$ cat config.mk
export PLATFORM = sky130hd
export DESIGN_NAME = cu_wb_sched
export DESIGN_NICKNAME = d
export VERILOG_FILES = /design/src/rtl/cu_wb_sched.sv
export SDC_FILE = /design/constraint.sdc
export NUM_CORES = 1
export LEC_CHECK = 0
export BUFFER_PORTS_ARGS = -buffer_cell sky130_fd_sc_hd__buf_2
export CAP_MARGIN = 30
export CORE_MARGIN = 1.5
export CORE_UTILIZATION = 52
export CTS_CLUSTER_DIAMETER = 120
export CTS_CLUSTER_SIZE = 28
export DETAILED_ROUTE_END_ITERATION = 16
export GPL_ROUTABILITY_DRIVEN = 0
export PLACE_DENSITY = 0.75
export SLEW_MARGIN = 10
export SYNTH_ARGS = -nofsm -noshare
export SYNTH_HDL_FRONTEND = slang
export SYNTH_SLANG_ARGS = --single-unit
export TNS_END_PERCENT = 100
$ cat constraint.sdc
create_clock -name clk_exe -period 2.27 [get_ports clk_exe]
set_input_delay 0.1135 -clock clk_exe [delete_from_list [all_inputs] [get_ports clk_exe]]
set_output_delay 0.1135 -clock clk_exe [all_outputs]
set_load 0.01 [all_outputs]
$ cat src/rtl/cu_wb_sched.sv
// Issue/writeback scheduler: tracks in-flight results of fixed-latency units,
// rejects hazardous issues, and drives the single regfile writeback port.
module cu_wb_sched #(
   parameter int                     ADDRESS_WIDTH = 4,
   parameter int                     NUM_UNITS     = 3,
   parameter logic [4*NUM_UNITS-1:0] UNIT_LAT      = {4'd3, 4'd1, 4'd1},
   parameter int                     MAX_LAT       = 8,
   localparam int                    UW            = (NUM_UNITS > 1) ? $clog2(NUM_UNITS) : 1
) (
   input  logic                     clk_exe,
   input  logic                     reset,
   input  logic                     stallb,
   input  logic                     ps_iss_vld,
   input  logic [UW-1:0]            ps_iss_unit,
   input  logic [ADDRESS_WIDTH-1:0] ps_iss_wadd,
   input  logic [ADDRESS_WIDTH-1:0] ps_iss_raddx,
   input  logic [ADDRESS_WIDTH-1:0] ps_iss_raddy,
   input  logic                     ps_iss_rx_en,
   input  logic                     ps_iss_ry_en,
   output logic                     iss_ps_acc,
   output logic [1:0]               iss_ps_cause,
   output logic                     sb_xb_w_en,
   output logic [ADDRESS_WIDTH-1:0] sb_xb_wadd,
   output logic [NUM_UNITS-1:0]     sb_xb_w_cuEn,
   output logic                     sb_ps_busy
);

   // Entry 0 is the writeback register; entry k reaches it k edges later.
   // An issue of latency L lands in entry L-1 so it is written back in cycle t+L.
   logic [MAX_LAT-1:0]       valid_q, valid_d;
   logic [UW-1:0]            unit_q [MAX_LAT];
   logic [UW-1:0]            unit_d [MAX_LAT];
   logic [ADDRESS_WIDTH-1:0] wadd_q [MAX_LAT];
   logic [ADDRESS_WIDTH-1:0] wadd_d [MAX_LAT];

   logic [3:0] issLat;
   logic       legalUnit;
   logic       rawHit;
   logic       wawHit;
   logic       structHit;
   logic [1:0] causeS;
   logic       accS;

   always_comb begin
      issLat    = 4'd0;
      legalUnit = 1'b0;
      for (int u = 0; u < NUM_UNITS; u++) begin
         if (ps_iss_unit == UW'(u)) begin
            issLat    = UNIT_LAT[4*u +: 4];
            legalUnit = 1'b1;
         end
      end
   end

   // Entries still in the table after this edge are pending; the writeback register never blocks.
   always_comb begin
      rawHit    = 1'b0;
      wawHit    = 1'b0;
      structHit = !legalUnit;
      for (int k = 1; k < MAX_LAT; k++) begin
         if (valid_q[k]) begin
            if ((ps_iss_rx_en && (ps_iss_raddx == wadd_q[k])) ||
                (ps_iss_ry_en && (ps_iss_raddy == wadd_q[k]))) begin
               rawHit = 1'b1;
            end
            if (ps_iss_wadd == wadd_q[k]) begin
               wawHit = 1'b1;
            end
            if (int'(issLat) == k) begin
               structHit = 1'b1;
            end
         end
      end
   end

   always_comb begin
      causeS = 2'b00;
      if (ps_iss_vld && stallb && reset) begin
         if (rawHit) begin
            causeS = 2'b01;
         end else if (wawHit) begin
            causeS = 2'b10;
         end else if (structHit) begin
            causeS = 2'b11;
         end
      end
      accS = ps_iss_vld && stallb && reset && (causeS == 2'b00);
   end

   assign iss_ps_acc   = accS;
   assign iss_ps_cause = causeS;

   always_comb begin
      valid_d = valid_q;
      unit_d  = unit_q;
      wadd_d  = wadd_q;
      if (stallb) begin
         for (int k = 0; k < MAX_LAT - 1; k++) begin
            valid_d[k] = valid_q[k+1];
            unit_d[k]  = unit_q[k+1];
            wadd_d[k]  = wadd_q[k+1];
         end
         valid_d[MAX_LAT-1] = 1'b0;
         unit_d[MAX_LAT-1]  = '0;
         wadd_d[MAX_LAT-1]  = '0;
         for (int k = 0; k < MAX_LAT; k++) begin
            if (accS && (int'(issLat) == k + 1)) begin
               valid_d[k] = 1'b1;
               unit_d[k]  = ps_iss_unit;
               wadd_d[k]  = ps_iss_wadd;
            end
         end
      end
   end

   always_ff @(posedge clk_exe) begin
      if (!reset) begin
         valid_q <= '0;
         for (int k = 0; k < MAX_LAT; k++) begin
            unit_q[k] <= '0;
            wadd_q[k] <= '0;
         end
      end else begin
         valid_q <= valid_d;
         unit_q  <= unit_d;
         wadd_q  <= wadd_d;
      end
   end

   always_comb begin
      sb_xb_w_cuEn = '0;
      if (valid_q[0]) begin
         for (int u = 0; u < NUM_UNITS; u++) begin
            if (unit_q[0] == UW'(u)) begin
               sb_xb_w_cuEn[u] = 1'b1;
            end
         end
      end
   end

   assign sb_xb_w_en = valid_q[0] & stallb;
   assign sb_xb_wadd = wadd_q[0];
   assign sb_ps_busy = |valid_q;

endmodule

==> summary.md, run 1 <==
| Metric | Value |
|---|---|
| Clk pwr share | 0.273 |
| Post-route cell area | 1460 sq um |
| Commonest non-fill, non-tap cell in the layout | buf_2 |
| Layout cells sized above 1 | 0.254 |
| Clk_skew | ~0.0027 ns |
| Global route overflow | 0 |
| Wire length of the first global-routing pass | between 4000 and 5000 um |
| CP Capture Type | primary output |
| Cell variety after synth | 35 |
| Clock sink count | 21 |
| Status | complete, no violations |
| CP max FO | 7 |
| 1st-iter DRT viols | 20 |
| Vias | 1145 |
| Synthesis Warnings | 0 |
| Post-synth EDFFs | 0 |
| Leak Pwr | 0.652 nW |
| Gr usage total | 0.241 |
| Core Area | 2230 sq um |
| # diodes | 0 |
| Root Buffer | clkbuf_4 |
| Row Count | 17 |
| Setup_tns | 0 ns |
| Post-route ant nets | 0 |
| Cells after synthesis | 139 |
| Via count of the first global-routing pass | 1077 |
| Worst Path Arrival | 2.01 ns |
| Area leader, netlist | dfxtp_1 |
| Setup Crit Path Kind | reg -> out |
| Slew headroom | 0.647 |
| RSZ-0062 raised after global routing | no |
| Internal power | 0.491 mW |
| Most frequent cells in the layout | buf_2 (31), dfxtp_1 (21), xor2_1 (18) |
| Clock buffer depth | 2 |
| Worst-skew pair later-pin latency | around 0.30 ns |
| Fmax | 471 MHz |
| CTS tree | done |
| Routed wire length | 2880 um |
| Number of remaining DRC errors | 0 |
| Post-place instance area | about 1400 sq um |
| Worst slew pin tran | 0.525 ns |
| Worst vdd ir | between 0.0004 and 0.0005 V |
| Cts hold-fix bufs | 0 |
| Mapped Area | 1250 sq um |
| Ys async rst share | 0 |
| Largest net degree at the start of global routing | 31 |
| Yosys top cell area share | 0.337 |
| Sequential share of power | 0.567 |
| Initial antenna violation count | 0 |
| Min Tclk post-route | around 2.1 ns |
| RR Startpoint | wadd_q[24] |
| Final setup vio count | 0 |
| Final Hold Viols | 0 |
| Switching portion of total power | 0.270 |
| Psw | around 0.18 mW |
| Setup crit start kind | register |
| Die Width | 52.0 um |
| Hold Path Origin | ps_iss_wadd[1] |
| Max-cap violations | 0 |
| Ys flop type | dfxtp_1 |
| Mean Syn Cell Area | 8.98 sq um |
| Reg2Reg Setup Slack | 0.29 ns |
| Crit. Startpoint | wadd_q[24] |
| Die height | 52.0 um |
| Vias per inst | 5.81 |
| Fin nets | 190 |
| Io pins | 32 |
| CTS Buf Count | 3 |
| Logic pwr share | 0.161 |
| FF+latch count, synth | 21 |
| Initial core utilization | 0.559 |
| Syn_nets | 159 |
| CTS H-tree depth | 1 |
| Power per cell area | 462 nW/um^2 |
| Area Overhead vs Synth | 16.6% |
| Clock transition at path regs | 0.12 ns |
| HP Class | in -> reg |
| DR WL/cell | 14.6 um |
| Die ar. | 2700 sq um |
| Critical Path RT | 2.16 ns |
| Final Cycle Share | 0.936 |
| Buffers on Ports | 31 |
| Post-synthesis sequential area ratio | 0.337 |
| Max Slew Vio Count | 0 |
| DRT Pass-1 Iters | 4 |
| Synth top area cells | dfxtp_1 (34%), xor2_1 (13%), nor2b_1 (7.0%) |
-- cells by family (layout without fill, tap and decap cells) --
group           count (synthesis)  after routing  share of synthesized area
compound gates                 24             24                      0.136
buf+inv                        14             44                     0.0591
xor+xnor                       24             24                      0.168
flops                          21             21                      0.337
mux                             7              7                     0.0561
simple gates                   49             49                      0.243
-- power groups by stage --
stage               logic [mW]  clock network [mW]  registers (mW)
global placement         0.105                   0           0.389
finish                   0.108               0.183           0.381
CTS                      0.107               0.188           0.381
detailed placement       0.107                   0           0.389
floorplan               0.0652                   0           0.387
global route             0.120               0.198           0.383
-- routing by layer --
metal,global-route usage,routed length [um]
met5,0,0
met4,0.114,49
met3,0.0345,143
met2,0.399,1410
met1,0.305,1280
-- synthesized netlist by cell type (all sizes together) (3+ instances only) --
master,instances
dfxtp,21
xor2,18
nor2b,14
buf,7
mux2i,7
o21ai,7
clkbuf,6
nor3,6
xnor2,6
a211oi,5
nand4,5
nor4b,5
nand2,4
a32o,3
-- state kept, by name, indices dropped and copies added, names as in the netlist --
register and count:
valid_q 3, wadd_q 8, unit_q 6, sb_xb_wadd 4
-- final cells by class --
type                            instances  area (sq um)
Sequential cell                        21           420
Clock inverter                          1          5.00
Inverter                                1          3.75
Multi-Input combinational cell        104           754
Fill cell                             197           777
Tap cell                               28          35.0
Clock buffer                            3          22.5
Timing Repair Buffer                   39           215
-- path summary, 6_finish.rpt --
kind / cells after the start / to
setup / recovery: 8 / iss_ps_cause[0]
hold / removal: 2 / wadd_q[21]
setup reg to reg: 7 / sb_xb_wadd[0]
hold reg to reg: 1 / unit_q[10]
-- through the flow --
stage | worst slack, ns | hold WS, ns | utilization | total power [mW] | cells
global route | 0.0110 | 0.134 | 0.652 | 0.701 | 197
floorplan | 0.445 | 0.257 | - | 0.453 | 139
detailed placement | 0.338 | 0.446 | 0.623 | 0.496 | 188
global placement | 0.424 | 0.435 | 0.623 | 0.494 | 188
finish | 0.145 | 0.128 | 0.652 | 0.672 | 197
CTS | 0.0658 | 0.123 | 0.635 | 0.676 | 192
-- worst max-delay path, cell delays in order (launching register included) --
cell and delay [ns]:
dfxtp_1 0.46, xor2_1 0.20, nor3_1 0.09, nand4_1 0.09
nand4_1 0.25, buf_4 0.25, a21oi_1 0.17, nor2_1 0.06
buf_2 0.14
-- what timing repair did --
item	4_1_cts	5_1_grt
gates resized for setup	0	0
endpoints found under the setup margin	0	2
buffers inserted	0	5
Note: power is estimated with default switching activity, not from simulation.
==> run 2: changes to the inputs <==
--- a/config.mk
+++ b/config.mk
@@ -9,6 +9,7 @@
 export CAP_MARGIN = 30
 export CORE_MARGIN = 1.5
 export CORE_UTILIZATION = 52
+export CTS_BUF_LIST = sky130_fd_sc_hd__clkbuf_16
 export CTS_CLUSTER_DIAMETER = 120
 export CTS_CLUSTER_SIZE = 28
 export DETAILED_ROUTE_END_ITERATION = 16
==> summary.md, run 2 (same netlist as run 1, synthesis figures left out) <==
| Metric | Value |
|---|---|
| Status | complete, no violations |
| Vias per inst | 5.79 |
| Commonest non-fill, non-tap cell in the layout | buf_2 |
| Via count of the first global-routing pass | between 1000 and 1500 |
| Wire length of the first global-routing pass | 4910 um |
| Number of remaining DRC errors | 0 |
| Io pins | 32 |
| Sequential share of power | 0.443 |
| Die Width | between 50 and 60 um |
| Routed wire length | 2890 um |
| Switching portion of total power | 0.232 |
| Final hold slack | 0.185 ns |
| Fin nets | ~190 |
| Initial core utilization | 0.559 |
| Die height | 52.0 um |
| Worst-skew pair later-pin latency | between 0.2 and 0.3 ns |
| Largest net degree at the start of global routing | 31 |
| Final Hold Viols | 0 |
| Worst slew pin tran | 0.472 ns |
| Logic pwr share | 0.125 |
| Leak Pwr | 0.665 nW |
| Clk_skew | 0.00338 ns |
| Slew headroom | 0.682 |
| Tot Pwr | around 0.86 mW |
| RSZ-0062 raised after global routing | no |
| CTS H-tree depth | 1 |
| Setup_tns | 0 ns |
| Internal power | 0.662 mW |
| Psw | 0.199 mW |
| Max reg flops | 8 |
| Most frequent cells in the layout | buf_2 (31), dfxtp_1 (21), xor2_1 (18) |
| Clk pwr share | 0.432 |
| Row Count | 17 |
| Critical Path RT | around 2.2 ns |
| Clock sink count | 21 |
| DRT Pass-1 Iters | 4 |
| Buffers on Ports | 31 |
| CP Capture Type | primary output |
| DR WL/cell | between 10 and 15 um |
| Max-cap violations | 0 |
| Die ar. | 2700 sq um |
| CTS tree | done |
| Max Slew Vio Count | 0 |
| CP max FO | 5 |
| HP Class | in -> reg |
| DP Worst Slack | about 0.34 ns |
| Post-route ant nets | 0 |
| Clock buffer depth | 2 |
| Setup crit start kind | register |
| Worst vdd ir | 0.000483 V |
| Setup Crit Path Kind | reg -> out |
| # diodes | 0 |
| Area Overhead vs Synth | 19.6% |
| Final Util | 0.669 |
| Power per cell area | 577 nW/um^2 |
| Final setup margin | 0.279 ns |
| Cts hold-fix bufs | 0 |
| Root Buffer | clkbuf_16 |
| Fmax | 502 MHz |
| CTS resizes | 0 |
| Vias | 1129 |
| CTS Buf Count | 3 |
| Clock transition at path regs | 0.06 ns |
| Layout cells sized above 1 | 0.246 |
| Global route overflow | 0 |
| Final setup vio count | 0 |
| Min Tclk post-route | between 1.5 and 2 ns |
| Gr usage total | 0.245 |
| Reg2Reg Setup Slack | roughly 0.32 ns |
| Worst Path Arrival | 1.88 ns |
| Top reg by flops | wadd_q |
| Initial antenna violation count | 0 |
| Core Area | about 2200 sq um |
| Final Cycle Share | 0.877 |
| 1st-iter DRT viols | 45 |
## run 2: final timing paths
kind / start / endpoint / depth (start not counted)
worst max-delay path: wadd_q[22] / iss_ps_cause[1] / 6
worst min-delay path: ps_iss_wadd[2] / wadd_q[22] / 2
worst max register to register: wadd_q[20] / sb_xb_wadd[0] / 5
worst min register to register: unit_q[10] / unit_q[10] / 1
## run 2: final cells by class
cell class	instances	area, sq um
fill	187	739
sequential	21	420
inverter	1	3.75
tap	28	35.0
clock inverter	1	5.00
multi-input combinational	104	754
timing repair buffer	37	200
clock buffer	3	75.1
## run 2: power groups by stage
stage | logic [mW] | registers, mW | clock network, mW
2_1_floorplan | 0.0652 | 0.387 | 0
3_3_place_gp | 0.105 | 0.389 | 0
3_5_place_dp | 0.107 | 0.389 | 0
4_1_cts | 0.108 | 0.381 | 0.377
5_1_grt | 0.120 | 0.383 | 0.387
6_report | 0.108 | 0.381 | 0.372
## run 2: repair_timing
item,in CTS,in global routing
buffers inserted,0,3
endpoints found under the setup margin,0,1
endpoints found under the hold margin,0,0
## run 2: worst max-delay path: stages (launching register included)
cell	delay, ns
dfxtp_1	0.45
xnor2_1	0.14
nand2_1	0.06
nor4_1	0.37
a311o_1	0.22
nor3b_1	0.21
buf_2	0.17
## run 2: stage by stage
stage                     std cells  cell area [sq um]
final                           195               1490
after global routing            195               1490
after CTS                       192               1470
after detailed placement        188               1390
after global placement          188               1390
after floorplan                 139               1250
## run 2: routing by layer
| layer | track usage | routed length (um) |
|---|---|---|
| met5 | 0 | 0 |
| met4 | 0.114 | 47 |
| met3 | 0.0431 | 162 |
| met2 | 0.392 | 1440 |
| met1 | 0.316 | 1240 |
